[config.mk]
export PLATFORM = sky130hd
export DESIGN_NAME = instr_fetch_queue
export DESIGN_NICKNAME = d
export VERILOG_FILES = /design/src/rtl/instr_fetch_queue.sv
export SDC_FILE = /design/constraint.sdc
export NUM_CORES = 1
export LEC_CHECK = 0
export ABC_CLOCK_PERIOD_IN_PS = 4400
export BUFFER_PORTS_ARGS = -buffer_cell sky130_fd_sc_hd__buf_2
export CORE_UTILIZATION = 45
export DETAILED_ROUTE_END_ITERATION = 12
export PLACE_DENSITY = 0.71
export RECOVER_POWER = 50
export SYNTH_ARGS = -nofsm -noshare
export SYNTH_HDL_FRONTEND = slang
export SYNTH_SLANG_ARGS = --single-unit
[constraint.sdc]
create_clock -name clk -period 4.4 [get_ports clk]
set_input_delay 0 -clock clk [delete_from_list [all_inputs] [get_ports clk]]
set_output_delay 0 -clock clk [all_outputs]
set_load 0.02 [all_outputs]
[src/rtl/instr_fetch_queue.sv]
// Fetch stage: issues reads at the current PC, steps the PC register, and queues
// returned instructions tagged with their PC for decode. Redirect flushes.
module instr_fetch_queue #(
    parameter int ADDR_W  = 10,
    parameter int INSTR_W = 32,
    parameter int DEPTH   = 2
) (
    input  logic               clk,
    input  logic               RST,
    input  logic [ADDR_W-1:0]  pc_in,
    output logic               pc_ld,
    output logic [ADDR_W-1:0]  pc_next,
    input  logic               redirect,
    input  logic [ADDR_W-1:0]  redirect_addr,
    output logic               imem_en,
    output logic [ADDR_W-1:0]  imem_addr,
    input  logic [INSTR_W-1:0] imem_rdata,
    output logic [INSTR_W-1:0] instr_out,
    output logic [ADDR_W-1:0]  instr_pc,
    output logic               instr_valid,
    input  logic               instr_ready
);
    localparam int PTR_W = $clog2(DEPTH);
    localparam int CNT_W = $clog2(DEPTH + 1);
    localparam logic [CNT_W-1:0] FULL_CNT = CNT_W'(DEPTH);

    logic [PTR_W-1:0]   rd_ptr_q, rd_ptr_d;
    logic [PTR_W-1:0]   wr_ptr_q, wr_ptr_d;
    logic [CNT_W-1:0]   count_q, count_d;
    logic               inflight_q, inflight_d;
    logic [ADDR_W-1:0]  tag_pc_q, tag_pc_d;
    logic [INSTR_W-1:0] entry_instr_q [DEPTH];
    logic [INSTR_W-1:0] entry_instr_d [DEPTH];
    logic [ADDR_W-1:0]  entry_pc_q [DEPTH];
    logic [ADDR_W-1:0]  entry_pc_d [DEPTH];

    logic               pop;
    logic               push;
    logic               issue;
    logic [CNT_W:0]     credit_used;

    // Credits count both stored entries and the response still on its way back,
    // which is what makes overflow impossible without a skid buffer.
    always_comb begin
        instr_valid = ~RST & (count_q != '0);
        pop         = instr_valid & instr_ready & ~redirect;
        push        = ~RST & ~redirect & inflight_q;
        credit_used = {1'b0, count_q} + (CNT_W + 1)'(inflight_q) - (CNT_W + 1)'(pop);
        issue       = ~RST & ~redirect & (credit_used < (CNT_W + 1)'(DEPTH));
    end

    always_comb begin
        imem_en   = issue;
        imem_addr = pc_in;
        pc_ld     = ~RST & (issue | redirect);
        pc_next   = redirect ? redirect_addr : pc_in + ADDR_W'(1);
        instr_out = entry_instr_q[rd_ptr_q];
        instr_pc  = entry_pc_q[rd_ptr_q];
    end

    always_comb begin
        rd_ptr_d   = rd_ptr_q;
        wr_ptr_d   = wr_ptr_q;
        count_d    = count_q;
        inflight_d = issue;
        tag_pc_d   = issue ? pc_in : tag_pc_q;
        if (RST || redirect) begin
            rd_ptr_d   = '0;
            wr_ptr_d   = '0;
            count_d    = '0;
            inflight_d = 1'b0;
        end else begin
            if (pop)
                rd_ptr_d = rd_ptr_q + PTR_W'(1);
            if (push)
                wr_ptr_d = wr_ptr_q + PTR_W'(1);
            count_d = count_q + CNT_W'(push) - CNT_W'(pop);
        end
    end

    always_ff @(posedge clk) begin
        rd_ptr_q   <= rd_ptr_d;
        wr_ptr_q   <= wr_ptr_d;
        count_q    <= count_d;
        inflight_q <= inflight_d;
        tag_pc_q   <= tag_pc_d;
    end

    genvar gi;
    generate
        for (gi = 0; gi < DEPTH; gi++) begin : g_entry
            always_comb begin
                entry_instr_d[gi] = entry_instr_q[gi];
                entry_pc_d[gi]    = entry_pc_q[gi];
                if (push && (wr_ptr_q == PTR_W'(gi))) begin
                    entry_instr_d[gi] = imem_rdata;
                    entry_pc_d[gi]    = tag_pc_q;
                end
            end

            always_ff @(posedge clk) begin
                entry_instr_q[gi] <= entry_instr_d[gi];
                entry_pc_q[gi]    <= entry_pc_d[gi];
            end
        end
    endgenerate

    a_no_overflow: assert property (@(posedge clk) disable iff (RST)
        !(push && !pop && count_q == FULL_CNT));

endmodule

Yosys cells after proc, flatten, opt, wreduce, memory -nomap -nowiden
Memories as Yosys holds them, arrays and structs flattened. A register that Yosys moved wholly into a read port is not among the register bits.
Index checks and enable logic that the tools add are counted.
{"block": "totals", "register_bits": 15, "mem_bits_rw": 84, "in_bits": 56, "memories": 2}
{"name": "entry_instr_q", "words": 2, "word_bits": 32, "read_ports": 1, "rd_ports_with_merged_regs": 1, "wr": 1, "line_no": "32", "text": "logic [INSTR_W-1:0] entry_instr_q [DEPTH];"}
{"name": "entry_pc_q", "words": 2, "word_bits": 10, "read_ports": 1, "rd_ports_with_merged_regs": 1, "wr": 1, "line_no": "34", "text": "logic [ADDR_W-1:0] entry_pc_q [DEPTH];"}
{"block": "op_classes", "addsub": 7, "order_cmp": 1, "eq_ne": 2, "muxes": 15, "bitwise": 11, "reduce_logical": 6}
{"cell": "32-bit 2-to-1 mux", "n": 3}
{"cell": "10-bit 2-to-1 mux", "n": 4}
{"cell": "32-bit OR reduction", "n": 1}
{"cell": "10-bit by 1-bit adder with 10-bit output, second input constant", "n": 1}
{"cell": "10-bit OR reduction", "n": 1}
{"cell": "1-bit 2-to-1 mux", "n": 8}
{"cell": "1-bit bitwise AND", "n": 7}
{"cell": "2-bit by 1-bit adder with 3-bit output", "n": 1}
{"cell": "3-bit by 2-bit < comparator with 1-bit output, second input constant", "n": 1}
{"cell": "1-bit inverter", "n": 3}
{"cell": "3-bit by 1-bit subtractor with 3-bit output", "n": 1}
{"cell": "1-bit adder, second input constant", "n": 2}
{"cell": "2-bit by 1-bit adder with 2-bit output", "n": 1}
{"cell": "1-bit logical AND", "n": 2}
{"cell": "1-bit != test, second input constant", "n": 2}
{"cell": "2-bit nonzero test", "n": 1}
{"cell": "2-bit by 1-bit subtractor with 2-bit output", "n": 1}
{"cell": "1-bit logical OR", "n": 1}
{"cell": "1-bit bitwise OR", "n": 1}

Depth between registers and ports, before layout
{"block": "logic_depth", "word_depth": 9, "mapped_depth": 10, "ltp_nobuf": 8}

Worst setup path before layout
OpenSTA, ideal clock, no wires.
{"block": "synth_timing", "kind": "input-to-reg", "from": "in redirect", "to": "reg tag_pc_q[0], enable pin", "setup_time_ps": 388, "t_arrival_ps": 2399, "required_time_ps": 4012, "slack_ps": 1613, "cell_stages": 10, "path_buffers": 2, "path_cell_list": "clkbuf_1 > or2_2 > clkbuf_1 > nor2_1 > ha_1 > nand2b_1 > fa_1 > xnor2_1 > nand2_1 > nor2_1"}
{"block": "synth_via", "elab_chain_cells": 5, "elab_cells_between_ends": 6}
{"item": "from (decl)", "line_no": "13", "text": "input logic redirect,"}
{"item": "1-bit inverter", "line_no": "46", "text": "pop = instr_valid & instr_ready & ~redirect;"}
{"item": "1-bit bitwise AND", "line_no": "46"}
{"item": "named net pop", "line_no": "37", "text": "logic pop;"}
{"item": "3-bit by 1-bit subtractor with 3-bit output", "line_no": "48", "text": "credit_used = {1'b0, count_q} + (CNT_W + 1)'(inflight_q) - (CNT_W + 1)'(pop);"}
{"item": "3-bit by 2-bit < comparator with 1-bit output", "line_no": "49", "text": "issue = ~RST & ~redirect & (credit_used < (CNT_W + 1)'(DEPTH));"}
{"item": "1-bit bitwise AND", "line_no": "49"}
{"item": "named net imem_en", "line_no": "15", "text": "output logic imem_en,"}
{"item": "to (signal assigned)", "line_no": "86", "text": "tag_pc_q <= tag_pc_d;"}
{"item": "to (decl)", "line_no": "31", "text": "logic [ADDR_W-1:0] tag_pc_q, tag_pc_d;"}
The timed path passes the listed nets, and every way through them passes these cells.
A chain may end at the register's enable or synchronous reset.

Worst setup path after layout
{"block": "layout_timing", "from": "in RST", "to": "out imem_en"}
{"block": "layout_via", "elab_chain_cells": 7, "elab_cells_between_ends": 8}
{"item": "from (decl)", "line_no": "9", "text": "input logic RST,"}
{"item": "1-bit inverter", "line_no": "45", "text": "instr_valid = ~RST & (count_q != '0);"}
{"item": "1-bit bitwise AND", "line_no": "45"}
{"item": "1-bit bitwise AND (2 in a row)", "line_no": "46"}
{"item": "named net pop", "line_no": "37"}
{"item": "3-bit by 1-bit subtractor with 3-bit output", "line_no": "48"}
{"item": "3-bit by 2-bit < comparator with 1-bit output", "line_no": "49"}
{"item": "1-bit bitwise AND", "line_no": "49"}
{"item": "to (decl)", "line_no": "15"}
The timed path passes the listed nets, and every way through them passes these cells.

==> metrics <==
initial core utilization=47.6%; commonest non-fill, non-tap cell in the layout=edfxtp_1; die width=about 96 um; Placed Area=roughly 4600 sq um; Filler cells=662; pwr dens=341 nW/um^2; Synth Warn #=0; VDD IR-drop max=between 100 and 150 uV; CTS Buf Count=9; insertion delay to the later sink of the worst-skew pair=about 0.35 ns; die area=around 9000 sq um; WHS Path Cells=4; Place WS=between 1.5 and 2 ns; initial drt markers=61; clock sink total=100; CTS tree=yes; placed wire-length estimate=4410 um; WHS=0.0640 ns; PnR worst setup slack=1.22 ns; Final GP Congestion=0.756; Finish-stage setup viols=0; failing checks=capacitance limit, slew limit; Avg Inst Size Synth=17.1 sq um; worst slew pin tran=2.41 ns; HP Class=input pin to register; status=complete, but fails checks; layout overhead on the synthesized area=30.1%; Netlist cell types=31; Root Driver=clkbuf_8; Reg-to-Reg Start=count_q[1]$_SDFF_PP0_; IO buf count=120; Worst Setup SP=RST; Critical Path AT=3.18 ns; Die Ht=about 96 um; multi-input logic area=927 sq um; # rows=33; Max-slew headroom=-60.6%; Placed Cells=441; total track usage=between 15 and 20%; Max Clock Skew=0.0135 ns; Worst setup EP type=output port; RSZ-0062 raised after global routing=false; #FFs+latches synth=100; WL final=6990 um; max-cap viol count=1; P_leak=1.86 nW; Layout Cells excl Fill=500; Final period util=72.2%; n_diodes=0; setup slack, reg-to-reg=around 1.6 ns; final core occ=slightly above 60%; R2R Path End=tag_pc_q[5]$_DFFE_PP_; largest net degree at the start of global routing=43; Reg2Reg Depth=8; fraction of registers with async set/reset=0%; IO Pins=between 100 and 150; Hold Path Sink=rd_ptr_q$_SDFFE_PP0P_; endpoints failing hold=0; total number of vias=2436; Tmin final=~3.2 ns; CTS H-tree depth=3; Net count, final=451; crit-path max FO=11; Tot Pwr=1.77 mW; sequential share of the synthesized area=73.8%; # DRC=0; drt via density=between 4 and 5; Setup TNS Final=0 ns; kind of critical path=input pin to output port; worst hold path startpoint=instr_ready; GRT Residual Overflow=0; commonest cells after routing, fill and taps aside=edfxtp_1 (94), buf_2 (70), clkbuf_1 (54); wire per inst=between 10 and 15 um; core area=between 8000 and 9000 sq um; cells after synthesis=roughly 230; Post-synth top flop=edfxtp_1; share of layout cells above drive strength 1=33.7%; CP Data Required Time=roughly 4.4 ns; initial antenna violation count=0; crit start category=input pin; first-pass GRT wire length=roughly 11000 um; top achievable clock speed=0.315 GHz; clk slew on worst S/H paths=0.08 ns; final std cell area, no fill=5190 sq um; Register Area=2940 sq um; vias in the first global route=roughly 2400; Final ANT Viol Nets=0; Syn Nets=294; drt first pass iters=4; EDFF count, synth=94; CTS Buffer Depth=2; area of the mapped netlist=3990 sq um; Slew Limit Fails=43
worst max-delay path, stage by stage:
cell and delay (ns):
dlygate4sd3_1 0.53, clkbuf_1 0.12, or2_2 0.36, nor2_1 0.19
ha_1 0.26, nand2b_1 0.16, fa_1 0.38, xnor2_1 0.15
nand2_1 0.11, nor2_1 0.61, buf_2 0.29
power by group:
| group | total, mW | switching (mW) | internal [mW] |
|---|---|---|---|
| registers | 1.06 | 0.00510 | 1.05 |
| clock network | 0.570 | 0.276 | 0.294 |
| logic | 0.143 | 0.0781 | 0.0645 |
| total | 1.77 | 0.359 | 1.41 |
repair_timing:
| action | in CTS | in global routing |
|---|---|---|
| hold endpoints to repair | 75 | 0 |
| buffers inserted | 0 | 0 |
| hold buffers | 43 | 0 |
| gates resized for setup | 0 | 0 |
registers in the layout, indices dropped and copies added, names as in the netlist, named ones only:
register and flops:
entry_pc_q 20, tag_pc_q 10, rd_ptr_q 1, entry_instr_q 64, count_q 2, wr_ptr_q 1
inflight_q 1
worst max-delay path by stage:
stage,end,slack (ns),cells after the start
floorplan,tag_pc_q[0]$_DFFE_PP_,1.61,10
global placement,tag_pc_q[0]$_DFFE_PP_,1.66,8
detailed placement,tag_pc_q[3]$_DFFE_PP_,1.56,8
CTS,imem_en,1.22,11
global route,imem_en,1.09,11
finish,imem_en,1.22,11
synthesized netlist by cell type (all sizes together) (2+ instances only):
cell | instances | share of area (%)
and3 | 2 | 0.35
nor2 | 14 | 1.3
o21ai | 6 | 0.75
clkbuf | 4 | 0.38
dfxtp | 6 | 3.0
nand3 | 5 | 0.75
xnor2 | 4 | 0.88
o31ai | 2 | 0.38
xor2 | 4 | 0.88
buf | 14 | 2.4
ha | 4 | 1.3
a31oi | 3 | 0.47
nand4 | 2 | 0.31
edfxtp | 94 | 71
inv | 4 | 0.38
nand2 | 9 | 0.85
or4 | 3 | 0.56
mux2 | 43 | 12
per-layer routing:
metal  part of all wire, %  up-vias  global-route usage (%)
met3                   6.2       11                    2.53
met1                    44     1132                    19.7
met4                   2.1        0                    8.96
met5                     0        -                       0
met2                    48      106                    26.4
li1                      -     1187                       -
kinds of logic after synthesis:
| group | share of synthesized area (%) |
|---|---|
| AOI/OAI and AO/OA | 2.35 |
| xor gates and xnor gates | 1.76 |
| adders and majority gates | 1.76 |
| buffers and inverters | 3.14 |
| DFF | 73.8 |
| muxes | 12.1 |
| and+or+nand+nor | 5.02 |
layout make-up:
class	count	area share, %
Clock inverter	2	0.675
Inverter	4	0.289
Sequential cell	100	56.8
Timing Repair Buffer	164	18.7
Tap cell	105	2.53
Clock buffer	14	3.14
Multi-Input combinational cell	111	17.9
(Power assumes the default switching activity.)
